$ cat config.mk
export PLATFORM = sky130hd
export DESIGN_NAME = dev_timer_multi
export DESIGN_NICKNAME = d
export VERILOG_FILES = /design/src/rtl/timer_pkg.sv /design/src/rtl/timer_channel.sv /design/src/rtl/dev_timer_multi.sv
export SDC_FILE = /design/constraint.sdc
export NUM_CORES = 1
export LEC_CHECK = 0
export CAP_MARGIN = 20
export CORE_MARGIN = 2
export CORE_UTILIZATION = 25
export DETAILED_ROUTE_END_ITERATION = 8
export HOLD_SLACK_MARGIN = 0.05
export PLACE_DENSITY = 0.43
export SLEW_MARGIN = 20
export SYNTH_ARGS = -nofsm -noshare
export SYNTH_HDL_FRONTEND = slang
export SYNTH_HIERARCHICAL = 1
export SYNTH_SLANG_ARGS = --single-unit
$ cat constraint.sdc
create_clock -name clk -period 3.1 [get_ports clk]
set_input_delay 0.465 -clock clk [delete_from_list [all_inputs] [get_ports clk]]
set_output_delay 0.465 -clock clk [all_outputs]
set_load 0.005 [all_outputs]
$ cat src/rtl/timer_pkg.sv
// timer_pkg: shared encodings for dev_timer_multi -- channel FSM states,
// register offsets, MODE codes and CTRL bit positions.
package timer_pkg;

   typedef enum logic [1:0] {
      ST_IDLE = 2'd0,
      ST_LOAD = 2'd1,
      ST_CNT  = 2'd2,
      ST_INT  = 2'd3
   } state_e;

   localparam logic [1:0] REG_CTRL   = 2'd0;
   localparam logic [1:0] REG_PRESET = 2'd1;
   localparam logic [1:0] REG_COUNT  = 2'd2;
   localparam logic [1:0] REG_STATUS = 2'd3;

   localparam logic [1:0] MODE_ONESHOT = 2'b00;
   localparam logic [1:0] MODE_RELOAD  = 2'b01;

   localparam int CTRL_EN_BIT   = 0;
   localparam int CTRL_MODE_LSB = 1;
   localparam int CTRL_IM_BIT   = 3;
   localparam int CTRL_PS_LSB   = 8;

endpackage

$ cat src/rtl/timer_channel.sv
// timer_channel: one countdown channel (CTRL/PRESET/COUNT/STATUS, IDLE/LOAD/CNT/INT).
// Optional prescaler enabled by macro TIMER_PRESCALE_EN.
module timer_channel
   import timer_pkg::*;
#(
   parameter int CNT_W = 32
) (
   input  logic        clk,
   input  logic        reset,
   input  logic        wr_i,
   input  logic [1:0]  reg_i,
   input  logic [31:0] wdata_i,
   output logic [31:0] rdata_o,
   output logic        irq_o
);

   state_e           state_q, state_d;
   logic             en_q, en_d;
   logic [1:0]       mode_q, mode_d;
   logic             im_q, im_d;
   logic [CNT_W-1:0] preset_q, preset_d;
   logic [CNT_W-1:0] count_q, count_d;
   logic             pending_q, pending_d;
   logic             ctrl_wr, stop_wr, tick;
   logic [31:0]      ctrl_rd;
   logic             unused_wdata;

   assign unused_wdata = ^wdata_i;

`ifdef TIMER_PRESCALE_EN
   logic [7:0] ps_q, ps_d, psc_q, psc_d;

   assign tick    = (psc_q == ps_q);
   assign ctrl_rd = {16'd0, ps_q, 4'd0, im_q, mode_q, en_q};

   always_comb begin
      psc_d = psc_q;
      ps_d  = ps_q;
      if (ctrl_wr) ps_d = wdata_i[CTRL_PS_LSB +: 8];
      if (!stop_wr) begin
         if (state_q == ST_LOAD)     psc_d = '0;
         else if (state_q == ST_CNT) psc_d = tick ? 8'd0 : psc_q + 8'd1;
      end
   end

   always_ff @(posedge clk or negedge reset) begin
      if (!reset) begin
         ps_q  <= '0;
         psc_q <= '0;
      end else begin
         ps_q  <= ps_d;
         psc_q <= psc_d;
      end
   end
`else
   assign tick    = 1'b1;
   assign ctrl_rd = {28'd0, im_q, mode_q, en_q};
`endif

   always_comb begin
      ctrl_wr   = wr_i && (reg_i == REG_CTRL);
      stop_wr   = ctrl_wr && !wdata_i[CTRL_EN_BIT];
      state_d   = state_q;
      count_d   = count_q;
      en_d      = en_q;
      mode_d    = mode_q;
      im_d      = im_q;
      preset_d  = preset_q;
      pending_d = pending_q;

      case (state_q)
         ST_IDLE: if (en_q) state_d = ST_LOAD;
         ST_LOAD: begin
            count_d = preset_q;
            state_d = ST_CNT;
         end
         ST_CNT: if (tick) begin
            if (count_q > CNT_W'(1)) begin
               count_d = count_q - CNT_W'(1);
            end else begin
               count_d = '0;
               state_d = ST_INT;
            end
         end
         ST_INT: begin
            // MODE 1x falls through to one-shot behaviour
            if (mode_q == MODE_RELOAD) begin
               state_d = ST_LOAD;
            end else begin
               en_d    = 1'b0;
               state_d = ST_IDLE;
            end
         end
         default: state_d = ST_IDLE;
      endcase

      if (wr_i && (reg_i == REG_PRESET)) preset_d = wdata_i[CNT_W-1:0];
      if (wr_i && (reg_i == REG_STATUS) && wdata_i[0]) pending_d = 1'b0;
      if (ctrl_wr) begin
         en_d   = wdata_i[CTRL_EN_BIT];
         mode_d = wdata_i[CTRL_MODE_LSB +: 2];
         im_d   = wdata_i[CTRL_IM_BIT];
      end
      // Software stop wins over the sequencer; the expiry set is applied after the clear
      if (stop_wr) begin
         state_d = ST_IDLE;
         count_d = count_q;
      end else if (state_q == ST_INT) begin
         pending_d = 1'b1;
      end
   end

   always_ff @(posedge clk or negedge reset) begin
      if (!reset) begin
         state_q   <= ST_IDLE;
         en_q      <= 1'b0;
         mode_q    <= MODE_ONESHOT;
         im_q      <= 1'b0;
         preset_q  <= '0;
         count_q   <= '0;
         pending_q <= 1'b0;
      end else begin
         state_q   <= state_d;
         en_q      <= en_d;
         mode_q    <= mode_d;
         im_q      <= im_d;
         preset_q  <= preset_d;
         count_q   <= count_d;
         pending_q <= pending_d;
      end
   end

   always_comb begin
      case (reg_i)
         REG_CTRL:   rdata_o = ctrl_rd;
         REG_PRESET: rdata_o = 32'(preset_q);
         REG_COUNT:  rdata_o = 32'(count_q);
         default:    rdata_o = {31'd0, pending_q};
      endcase
   end

   assign irq_o = pending_q & im_q;

endmodule

$ cat src/rtl/dev_timer_multi.sv
// dev_timer_multi: CH_NUM independent countdown timers behind a word-addressed register bus.
// Channel prescaler is built when macro TIMER_PRESCALE_EN is defined.
module dev_timer_multi
   import timer_pkg::*;
#(
   parameter  int CH_NUM = 4,
   parameter  int CNT_W  = 32,
   localparam int ADDR_W = $clog2(CH_NUM) + 2
) (
   input  logic              clk,
   input  logic              reset,
   input  logic [ADDR_W-1:0] addr,
   input  logic              we,
   input  logic [31:0]       wdata,
   output logic [31:0]       rdata,
   output logic [CH_NUM-1:0] irq_vec,
   output logic              int_request
);

   localparam int SEL_W = (CH_NUM > 1) ? $clog2(CH_NUM) : 1;

   logic [SEL_W-1:0] ch_sel;
   logic [31:0]      ch_rdata [CH_NUM];

   generate
      if (CH_NUM > 1) begin : g_sel_multi
         assign ch_sel = addr[ADDR_W-1:2];
      end else begin : g_sel_single
         assign ch_sel = '0;
      end
   endgenerate

   for (genvar i = 0; i < CH_NUM; i++) begin : g_ch
      timer_channel #(
         .CNT_W (CNT_W)
      ) u_ch (
         .clk     (clk),
         .reset   (reset),
         .wr_i    (we && (ch_sel == SEL_W'(i))),
         .reg_i   (addr[1:0]),
         .wdata_i (wdata),
         .rdata_o (ch_rdata[i]),
         .irq_o   (irq_vec[i])
      );
   end

   assign rdata       = ch_rdata[ch_sel];
   assign int_request = |irq_vec;

endmodule

==> run metrics <==
register-to-register setup slack=0.22 ns; Final setup viols=0; Reg area=7110 sq um; Fmax=326 MHz; Slew Limit Headroom=0.463; via count=15000; Initial Util=0.252; Worst Setup End Kind=output port; final worst path period share=0.990; Crit Path Class=in2out; crit-path cells=clkdlybuf4s15_2 > bufbuf_16 > nor2b_2 > buf_12 > a22o_1 > mux4_2 > clkdlybuf4s50_1; total power draw=21.8 mW; DRC=0; post-layout min period=3.07 ns; DR iter-0 viols=1269; filler instances=6948; area of the multi-input gates=9300 sq um; measured slew at the worst slew-check pin=0.806 ns; Leak=8.99 nW; final WL=68600 um; # rows=96; EDFF count, synth=0; total track usage=0.193; Core Region=68300 sq um; layout cells sized above 1=0.226; RSZ-0062 raised after global routing=false; Yosys cell types=72; WL per Instance=25.7 um; Syn Nets=1716; RD Place Congestion=0.898; Design Area, Final=21000 sq um; Yosys warnings=6; H-Tree Depth=2; commonest non-fill, non-tap cells in the layout=283 x dfrtp_1, 182 x a22o_1, 136 x mux2_2; Syn Inst Count=1653; final worst setup slack=0.0317 ns; Fin Clk Skew=0.0208 ns; Nets=1823; Finished Core Util=0.308; grt total ovfl=0; initial antenna violation count=6; Routed Antenna Nets=0; max incr delay on CP=0.51 ns; max-slew violations=0; most common cell after layout, fill and taps aside=dfrtp_1; Die Area=71000 sq um; first-pass GRT wire length=103000 um; port bufs=75; Async S/R FF share, synth=1.00; top_reg_cell synth=dfrtp_1; Max Cap Violations=0; Worst-path clk slew=0.05 ns; synthesis-to-layout area growth=22.2%; detailed-route vias per instance=5.62; die span in x=266 um; largest net degree at the start of global routing=82; status=completed; worst min path class=in2async; worst-skew pair later-pin latency=0.57 ns; Crit-path slowest cell=mux4_2; Sink Count=284; Worst EP arrival=2.60 ns; Worst setup SP type=input port; maximum net fanout on the critical path=21; vias in the first global route=14900; Syn Area/Cell=10.4 sq um; # IOs=76; pwr/cell area=1040 nW/um^2; Seq/Total Area, Yosys=0.413; peak supply drop=485 uV; DP Wirelength=51400 um; #FFs+latches synth=284; Syn Std Cell Area=17200 sq um; DR pass1 iterations=5; Crit path required time=2.63 ns; TritonCTS clock tree=yes; clock buffer depth=3; DP Worst Slack=-0.185 ns; Num CTS Buffers=38; Root Driver=clkbuf_16; Die Y=266 um; Final Hold Vio Count=0; placed cell area=19700 sq um
[power by group]
group	internal [mW]	switching, mW
combinational	4.58	5.80
clock	2.71	1.82
sequential	5.04	1.87
[path summary, 6_finish.rpt]
kind                                                   endpoint                            startpoint  cells after the start
max                                                   rdata[20]                               addr[0]                      7
min                               g_ch[0].u_ch/en_q$_DFFE_PN0P_                                 reset                      2
max reg2reg                g_ch[1].u_ch/count_q[31]$_DFFE_PN0P_  g_ch[1].u_ch/count_q[17]$_DFFE_PN0P_                      5
min reg2reg                g_ch[1].u_ch/count_q[22]$_DFFE_PN0P_  g_ch[1].u_ch/count_q[22]$_DFFE_PN0P_                      1
max in group asynchronous  g_ch[2].u_ch/count_q[23]$_DFFE_PN0P_                                 reset                      3
min in group clk           g_ch[1].u_ch/count_q[22]$_DFFE_PN0P_  g_ch[1].u_ch/count_q[22]$_DFFE_PN0P_                      1
[critical path, delay by kind of cell]
family,cells,cell delay (ns)
muxes,1,0.51
buffers and inverters,4,1.20
and+or+nand+nor,1,0.18
AOI/OAI and AO/OA,1,0.23
[metrics by stage]
stage          hold WS (ns)  setup TNS (ns)  std cells
6_report              0.407               0       2670
4_1_cts               0.406               0       2668
3_5_place_dp          0.397           -4.25       2597
2_1_floorplan         0.169               0       1653
5_1_grt               0.440               0       2669
3_3_place_gp          0.397           -4.17       2597
[metal layers]
metal | vias to the layer above | global-route usage | part of all wire
li1 | 6667 | - | -
met1 | 7741 | 0.277 | 0.46
met2 | 504 | 0.298 | 0.45
met3 | 87 | 0.0286 | 0.059
met4 | 4 | 0.0619 | 0.029
met5 | - | 0 | 0.00044
[final cells by class]
cell class	count	area share
clock inverter	13	0.00773
multi-input combinational	1168	0.442
antenna	1	0.000119
timing repair buffer	201	0.0958
tap	882	0.0525
clock buffer	54	0.0519
inverter	67	0.0120
sequential	284	0.338
[flip-flops by register name, summed over array words and instances (netlist names)]
signal and cells:
g_ch.u_ch/count_q 128, g_ch.u_ch/preset_q 128, g_ch.u_ch/mode_q 8, g_ch.u_ch/state_q 8
g_ch.u_ch/en_q 4, g_ch.u_ch/im_q 4, g_ch.u_ch/pending_q 4
[timing repair]
| action | 4_1_cts | 5_1_grt |
|---|---|---|
| buffers inserted | 2 | 1 |
| cloned | 1 | 0 |
| endpoints found under the setup margin | 32 | 8 |
| endpoints found under the hold margin | 38 | 0 |
| hold buffers | 1 | 0 |
| resized for setup | 21 | 7 |
[cells in the mapped netlist (28+ instances only)]
cell,n,share of area
mux4_2,32,0.042
a21oi_1,47,0.014
nor4_1,39,0.014
o32ai_1,28,0.014
a22o_1,183,0.093
and3_1,37,0.013
o21ai_0,113,0.033
nand2_1,79,0.017
nor3_1,59,0.017
clkbuf_1,86,0.019
nor2_1,51,0.011
mux2_2,136,0.089
inv_1,65,0.014
dfrtp_1,284,0.41
[cells by family after synthesis]
kind of cell	count (synthesis)	synth area share
compound gates	539	0.237
fa+ha+maj	24	0.0174
simple gates	413	0.135
mux	192	0.149
buf+inv	201	0.0494
flops	284	0.413
No activity file was read; power rests on OpenSTA's default activity.
